`src/rtl/io_bus_arbiter.sv`:
```
// Two-master round-robin arbiter for the io peripheral bus, with burst cap, owner lock and
// tag-routed read return.
module io_bus_arbiter #(
  parameter int unsigned ADDR_W    = 8,
  parameter int unsigned DATA_W    = 8,
  parameter int unsigned MAX_BURST = 4
) (
  input  logic              clk,
  input  logic              rst,
  input  logic              m0_req,
  input  logic              m0_lock,
  input  logic [ADDR_W-1:0] m0_address,
  input  logic [DATA_W-1:0] m0_din,
  input  logic              m0_w_en,
  input  logic              m0_r_en,
  output logic              m0_gnt,
  output logic [DATA_W-1:0] m0_dout,
  output logic              m0_rvalid,
  input  logic              m1_req,
  input  logic              m1_lock,
  input  logic [ADDR_W-1:0] m1_address,
  input  logic [DATA_W-1:0] m1_din,
  input  logic              m1_w_en,
  input  logic              m1_r_en,
  output logic              m1_gnt,
  output logic [DATA_W-1:0] m1_dout,
  output logic              m1_rvalid,
  output logic [ADDR_W-1:0] s_address,
  output logic [DATA_W-1:0] s_din,
  output logic              s_w_en,
  output logic              s_r_en,
  input  logic [DATA_W-1:0] s_dout
);

  localparam int unsigned CntW = $clog2(MAX_BURST + 1);
  localparam logic [CntW-1:0] CntMax = CntW'(MAX_BURST);

  typedef enum logic [1:0] {StIdle, StOwn0, StOwn1} state_e;

  state_e          state_q, state_d;
  logic [CntW-1:0] burst_q, burst_d, burst_inc;
  logic            ptr_q, ptr_d;  // 1: m1 wins the next contention
  logic            rd_pend_q, rd_pend_d;
  logic            rd_tag_q, rd_tag_d;
  logic            access, cap_hit;

  // Strobes are gated by rst so nothing reaches the peripheral while resetting.
  always_comb begin
    s_address = m0_address;
    s_din     = m0_din;
    s_w_en    = 1'b0;
    s_r_en    = 1'b0;
    unique case (state_q)
      StOwn0: begin
        s_w_en = m0_w_en & ~rst;
        s_r_en = m0_r_en & ~rst;
      end
      StOwn1: begin
        s_address = m1_address;
        s_din     = m1_din;
        s_w_en    = m1_w_en & ~rst;
        s_r_en    = m1_r_en & ~rst;
      end
      default: ;
    endcase
  end

  assign access    = s_w_en | s_r_en;
  assign burst_inc = (access && burst_q != CntMax) ? burst_q + CntW'(1) : burst_q;
  assign cap_hit   = burst_inc >= CntMax;

  always_comb begin
    state_d = state_q;
    unique case (state_q)
      StIdle: begin
        if (m0_req && m1_req) state_d = ptr_q ? StOwn1 : StOwn0;
        else if (m0_req)      state_d = StOwn0;
        else if (m1_req)      state_d = StOwn1;
      end
      StOwn0: begin
        if (!m0_req)                           state_d = m1_req ? StOwn1 : StIdle;
        else if (m1_req && !m0_lock && cap_hit) state_d = StOwn1;
      end
      StOwn1: begin
        if (!m1_req)                           state_d = m0_req ? StOwn0 : StIdle;
        else if (m0_req && !m1_lock && cap_hit) state_d = StOwn0;
      end
      default: state_d = StIdle;
    endcase
  end

  always_comb begin
    burst_d = (state_d == state_q) ? burst_inc : '0;
    ptr_d   = ptr_q;
    if (state_d == StOwn0 && state_q != StOwn0)      ptr_d = 1'b1;
    else if (state_d == StOwn1 && state_q != StOwn1) ptr_d = 1'b0;
    rd_pend_d = s_r_en;
    rd_tag_d  = (state_q == StOwn1);
  end

  always_ff @(posedge clk) begin
    if (rst) begin
      state_q   <= StIdle;
      burst_q   <= '0;
      ptr_q     <= 1'b0;
      rd_pend_q <= 1'b0;
      rd_tag_q  <= 1'b0;
    end else begin
      state_q   <= state_d;
      burst_q   <= burst_d;
      ptr_q     <= ptr_d;
      rd_pend_q <= rd_pend_d;
      rd_tag_q  <= rd_tag_d;
    end
  end

  assign m0_gnt    = (state_q == StOwn0);
  assign m1_gnt    = (state_q == StOwn1);
  assign m0_rvalid = rd_pend_q & ~rd_tag_q;
  assign m1_rvalid = rd_pend_q & rd_tag_q;
  assign m0_dout   = s_dout;
  assign m1_dout   = s_dout;

endmodule

```
`config.mk`:
```
export PLATFORM = sky130hd
export DESIGN_NAME = io_bus_arbiter
export DESIGN_NICKNAME = d
export VERILOG_FILES = /design/src/rtl/io_bus_arbiter.sv
export SDC_FILE = /design/constraint.sdc
export NUM_CORES = 1
export LEC_CHECK = 0
export CORE_ASPECT_RATIO = 0.8
export CORE_MARGIN = 1.5
export CORE_UTILIZATION = 55
export CTS_CLUSTER_DIAMETER = 40
export DETAILED_ROUTE_END_ITERATION = 7
export DONT_BUFFER_PORTS = 1
export MAX_ROUTING_LAYER = met4
export PLACE_DENSITY_LB_ADDON = 0.1
export SETUP_SLACK_MARGIN = 0.02
export SYNTH_ARGS = -nofsm -noshare
export SYNTH_HDL_FRONTEND = slang
export SYNTH_SLANG_ARGS = --single-unit
```
`constraint.sdc`:
```
create_clock -name clk -period 3.7 [get_ports clk]
set_clock_uncertainty 0.1 [all_clocks]
set_input_delay 0.74 -clock clk [delete_from_list [all_inputs] [get_ports clk]]
set_output_delay 0.74 -clock clk [all_outputs]
set_load 0.005 [all_outputs]
```
Word-level counts from Yosys, hierarchy flattened --
Cells that the tools add are included.
Operators by class: equality and inequality tests 8, reductions and logical operators 13, multiplexer cells 18, magnitude comparators 1, $add $sub $neg 1, bitwise operators 10
Operators with widths (count):
- two-way mux 2 bit | 9
- two-way mux 8 bit | 2
- logical AND 1 bit | 8
- bitwise AND 1 bit | 6
- case mux 2 bit (3 select lines) | 1
- equality test 2 x 1 -> 1 bit, second input constant | 2
- equality test 2 bit, second input constant | 2
- case mux 1 bit (2 select lines) | 2
- adder 3 x 1 -> 3 bit, second input constant | 1
- >= comparator 3 bit, second input constant | 1
- two-way mux 1 bit | 3
- two-way mux 3 bit | 1
- inequality test 3 bit, second input constant | 1
- inverter 1 bit | 3
- equality test 2 bit | 1
- logical NOT 1 bit | 2
- logical NOT 2 bit | 1
- inequality test 2 x 1 -> 1 bit, second input constant | 1
- inequality test 2 bit, second input constant | 1
- nonzero test 2 bit | 1
- OR reduction 2 bit | 1
- OR 1 bit | 1
Storage, ports and cells: input port bits 50, logic and storage cells 56, output and inout bits 38, flip-flop bits (word level) 8

Depth between registers and ports, before layout --
depth in word-level cells 15, mapped depth 10, mapped depth without buffers 8

Worst setup path before layout --
Ideal clock, no wire load.
path type register to register, start point register state_q[0], end point register burst_q[2], period minus slack after synthesis 2.718 ns, stages on the path, launching flop included 11, path buffers 2, arrival 2.479 ns, required time 3.461 ns, slack 0.982 ns, library setup time 0.139 ns, path through dfxtp_1 -> inv_1 -> ha_1 -> buf_4 -> or3_1 -> and4_4 -> buf_6 -> o311a_1 -> o311a_1 -> o31ai_2 -> nor3_1
Between the ends: word-level cells in the longest chain between the ends 13, elaborated cells on any way between the ends 22, those cells by class 1 x order compare; 3 x eq/ne; 11 x mux; 2 x bitwise; 5 x reduce/logical
RTL lines:
- start, declared | line 40 | state_e state_q, state_d;
- start signal, assigned | line 103 | state_q <= StIdle;
- start signal, assigned | line 109 | state_q <= state_d;
- equality test 2 bit (*)
- named net m1_gnt | line 25 | output logic m1_gnt,
- case mux 1 bit (2 select lines) | line 53 | unique case (state_q)
- OR 1 bit | line 68 | assign access = s_w_en | s_r_en;
- logical AND 1 bit | line 69 | assign burst_inc = (access && burst_q != CntMax) ? burst_q + CntW'(1) : burst_q;
- two-way mux 3 bit | line 69
- >= comparator 3 bit | line 70 | assign cap_hit = burst_inc >= CntMax;
- logical AND 1 bit (on tied branches) | line 86, 82
- two-way mux 2 bit (on tied branches) | line 86, 82
- two-way mux 2 bit (on tied branches) | line 85, 81
- case mux 2 bit (3 select lines) | line 74 | unique case (state_q)
- equality test 2 bit | line 93 | burst_d = (state_d == state_q) ? burst_inc : '0;
- inverter 1 bit (no line)
- OR reduction 2 bit (no line)
- end signal, assigned | line 110 | burst_q <= burst_d;
- end, declared | line 41 | logic [CntW-1:0] burst_q, burst_d, burst_inc;
The timed path passes the listed nets; every way through them passes the cells marked *. A chain may end at the register's enable or synchronous reset.

Worst setup path in the final report --
start point register state_q[0], end point register ptr_q
Between the ends: word-level cells in the longest chain between the ends 13, elaborated cells on any way between the ends 27, those cells by class 1 x order compare; 6 x eq/ne; 12 x mux; 1 x bitwise; 7 x reduce/logical
RTL lines:
- equality test 2 bit / equality test 2 x 1 -> 1 bit (equally long branches) | line 53, 74
- case mux 1 bit (2 select lines) | line 53
- OR 1 bit | line 68
- logical AND 1 bit | line 69
- two-way mux 3 bit | line 69
- >= comparator 3 bit | line 70
- logical AND 1 bit (on tied branches) | line 86, 82
- two-way mux 2 bit (on tied branches) | line 86, 82
- two-way mux 2 bit (on tied branches) | line 85, 81
- case mux 2 bit (3 select lines) | line 74
- equality test 2 x 1 -> 1 bit / equality test 2 bit (equally long branches) | line 95, 96
- logical AND 1 bit (on tied branches) | line 95, 96
- two-way mux 1 bit / nonzero test 2 bit (equally long branches)
- end signal, assigned | line 111 | ptr_q <= ptr_d;
- end, declared | line 42 | logic ptr_q, ptr_d;
Parallel ways exist; a longest one is shown, timed or not.

==> flow_summary_export.csv <==
group,metric,value,unit
status,status,"finished, final reports clean",
sta,rsz0062_at_grt,"false",
critical_path,crit_path_top_delay_cell,"a31oi_1",
cts,cts.sinks,8,
critical_path,cp_top_family,"compound AO/OA/AOI/OAI gates",
critical_path,end_kind,"register",
cts,cts_tree,"built",
critical_path,cp_num_buf_inv,1,
cts,cts_resized,0,
synth,netlist.area_leader.share,0.1700,
critical_path,slowest_delay,0.50,ns
critical_path,start_kind,"register",
synth,yosys.area.top_type,"mux2_2",
synth,syn_inst,132,
global_routing,grt_pass1_vias,764,
synth,synth_nets,188,
cells_and_area,n_antenna_cell,0,
detailed_routing,firstDrtPassIters,4,
critical_path,path_cells,"inv_1, ha_1, or3_1, a31oi_1, nor4b_1, a2111oi_2, nor3_1, o22a_1",
power,power_frac_clock,0.150,
cells_and_area,drive_gt1_frac,0.2072,
synth,synth-seq-area-share,0.1511,
cts,cts-root-buf,"clkbuf_4",
place,place_congestion,0.9094,
synth,ys_warn_count,0,
power,total_leakage_power,0.3685,nW
worst_hold_path,hp-class,"register to register",
sta,slew_headroom,0.6206,
sta,hold_viol_final,0,
detailed_routing,post-route-drc-count,0,
detailed_routing,wirelength,2420,um
place,port_buffers,0,
cts,holdBufCountCts,0,
critical_path,cp_max_fo,9,
flow_run,drv_cap,0,
power,intPower,0.2603,mW
cts,numCtsBuffers,3,
global_routing,grt_max_degree,27,
synth,synth.area.top_cells,"mux2_2, dfxtp_1, buf_4, ha_1, mux2i_1",
sta,final.min_clock_period,2.791,ns
floorplan,pin_count,88,
global_routing,antenna_found_initial,0,
floorplan,core_area,1708,um^2
cts,clk_latency,0.26,ns
cts,path_clk_slew,0.06,ns
floorplan,initial_core_util,0.6205,
global_routing,grt_use_total,0.2226,
detailed_routing,post_drt_wl_per_cell,18.20,um
synth,ys_types,41,
power,p_sw,0.1947,mW
detailed_routing,dr_total_vias,876,
sta,tightestPinTransition,0.5665,ns
cells_and_area,syn2layout_area_growth,-10.15,%
cts,post_cts_buffers,0,
cells_and_area,nFillCells,171,
power,ir_worst_vdd,282.9,uV
power,sequentialPowerShare,0.286,
sta,slew_violations,0,
sta,fmax,0.3583,GHz
sta,finalCritPeriodShare,0.7544,
floorplan,dieArea,2201,um^2
sta,fin_setup_tns,0,ns
critical_path,critical_path_class,"register to register",
global_routing,grt_pass1_wl,3594,um
critical_path,crit_required,3.75,ns
synth,avgSynthCellArea,8.029,um^2
synth,synth_seq_cells,8,
floorplan,die_y,42.26,um
detailed_routing,drt_iter0_drc,25,
power,combPwrFrac,0.564,
power,power_density,477.9,nW/um^2
cells_and_area,nets,169,
global_routing,gr-total-overflow,0,
detailed_routing,routed_via_density,6.586,
cts,clockBufferDepth,2,
critical_path,arrival,2.84,ns
place,hpwlAfterDp,1873,um
cts,htreeDepth,1,
sta,setup_violations,0,
detailed_routing,ant_nets,0,
floorplan,rows,13,
power,switching_share,0.4280,
synth,synth.cell_area,1060,um^2
floorplan,die_w,52.08,um
power,power.total,0.4550,mW
registers in the layout, indices dropped and copies added (netlist names):
name	count
burst_q	3
ptr_q	1
rd_pend_q	1
rd_tag_q	1
state_q	2
worst paths after layout:
path / endpoint / start / slack, ns / cells past startpoint
max: ptr_q / state_q[0] / 0.91 / 8
min: burst_q[1] / burst_q[1] / 0.44 / 2
min reg2reg: burst_q[1] / burst_q[1] / 0.44 / 2
max reg2reg: ptr_q / state_q[0] / 0.91 / 8
power by group through the flow:
stage	combinational [mW]	sequential, mW	clock (mW)
6_report	0.257	0.130	0.0680
5_1_grt	0.287	0.132	0.0745
4_1_cts	0.257	0.129	0.0700
3_5_place_dp	0.255	0.131	0
3_3_place_gp	0.252	0.130	0
2_1_floorplan	0.240	0.119	0
cells in the mapped netlist:
| cell type | number |
|---|---|
| a2111oi_2 | 1 |
| a211oi_1 | 1 |
| a21o_1 | 1 |
| a21oi_1 | 3 |
| a221oi_1 | 1 |
| a22oi_1 | 1 |
| a31oi_1 | 1 |
| and2_1 | 1 |
| and3_1 | 3 |
| and3b_1 | 1 |
| and4_4 | 1 |
| buf_4 | 17 |
| buf_6 | 1 |
| clkbuf_1 | 7 |
| dfxtp_1 | 8 |
| ha_1 | 6 |
| inv_1 | 6 |
| mux2_2 | 16 |
| mux2i_1 | 4 |
| nand2_1 | 6 |
| nand2b_1 | 2 |
| nand3_1 | 1 |
| nand3b_1 | 1 |
| nor2_1 | 10 |
| nor2b_1 | 5 |
| nor3_1 | 5 |
| nor4_1 | 1 |
| nor4b_1 | 1 |
| o211ai_1 | 1 |
| o21ai_0 | 6 |
| o22a_1 | 1 |
| o22ai_1 | 1 |
| o311a_1 | 2 |
| o31a_1 | 1 |
| o31ai_1 | 1 |
| o31ai_2 | 1 |
| o32ai_1 | 1 |
| or3_1 | 2 |
| or3b_1 | 1 |
| or4_1 | 1 |
| xnor2_1 | 1 |
logic make-up after synthesis:
group / Yosys count / share of synthesized area
AND/OR/NAND/NOR: 42 / 0.2172
buffers and inverters: 31 / 0.1771
AO/OA/AOI/OAI: 24 / 0.1677
multiplexers: 20 / 0.2078
flip-flops: 8 / 0.1511
adder cells (fa/ha/maj): 6 / 0.07084
XOR/XNOR: 1 / 0.008266
worst min-delay path, cell delays in order, from the launching register on:
cell and delay [ns]:
dfxtp_1 0.35, mux2i_1 0.08, nor2_1 0.08
cells in the final DEF, fill, tap and decap left out, types with 2 or more instances in the layout:
cell type / count
mux2_2: 16
nand2b_1: 2
nor2_1: 10
inv_1: 6
clkbuf_4: 3
and3_1: 3
o21ai_0: 6
mux2i_1: 4
o311a_1: 2
dfxtp_1: 8
nor3_1: 5
a21oi_1: 3
or3_1: 2
nor2b_1: 5
ha_1: 6
nand2_1: 6
metrics by stage:
stage	util	setup slack [ns]	cells	hold WS (ns)	area, um^2
floorplan	-	0.9816	132	0.3905	1060
global placement	0.5443	1.032	130	0.4218	929.6
detailed placement	0.5443	0.9513	130	0.4299	929.6
CTS	0.5575	0.9392	133	0.4429	952.2
global route	0.5575	0.6573	133	0.4437	952.2
finish	0.5575	0.9089	133	0.4373	952.2
layer usage:
metal	share of wire	vias up	track usage
met5	0	-	-
met4	0.0087	0	0.07368
met3	0.12	6	0.05714
met2	0.46	64	0.3316
met1	0.42	385	0.2903
li1	-	421	-
area by class of cell:
type	count	area, um^2	area share
Clock buffer	3	22.52	0.02365
Sequential cell	8	160.2	0.1682
Timing Repair Buffer	1	7.507	0.007884
Multi-Input combinational cell	93	711.9	0.7477
Inverter	6	22.52	0.02365
Tap cell	22	27.53	0.02891
No activity file was read; power rests on OpenSTA's default activity.
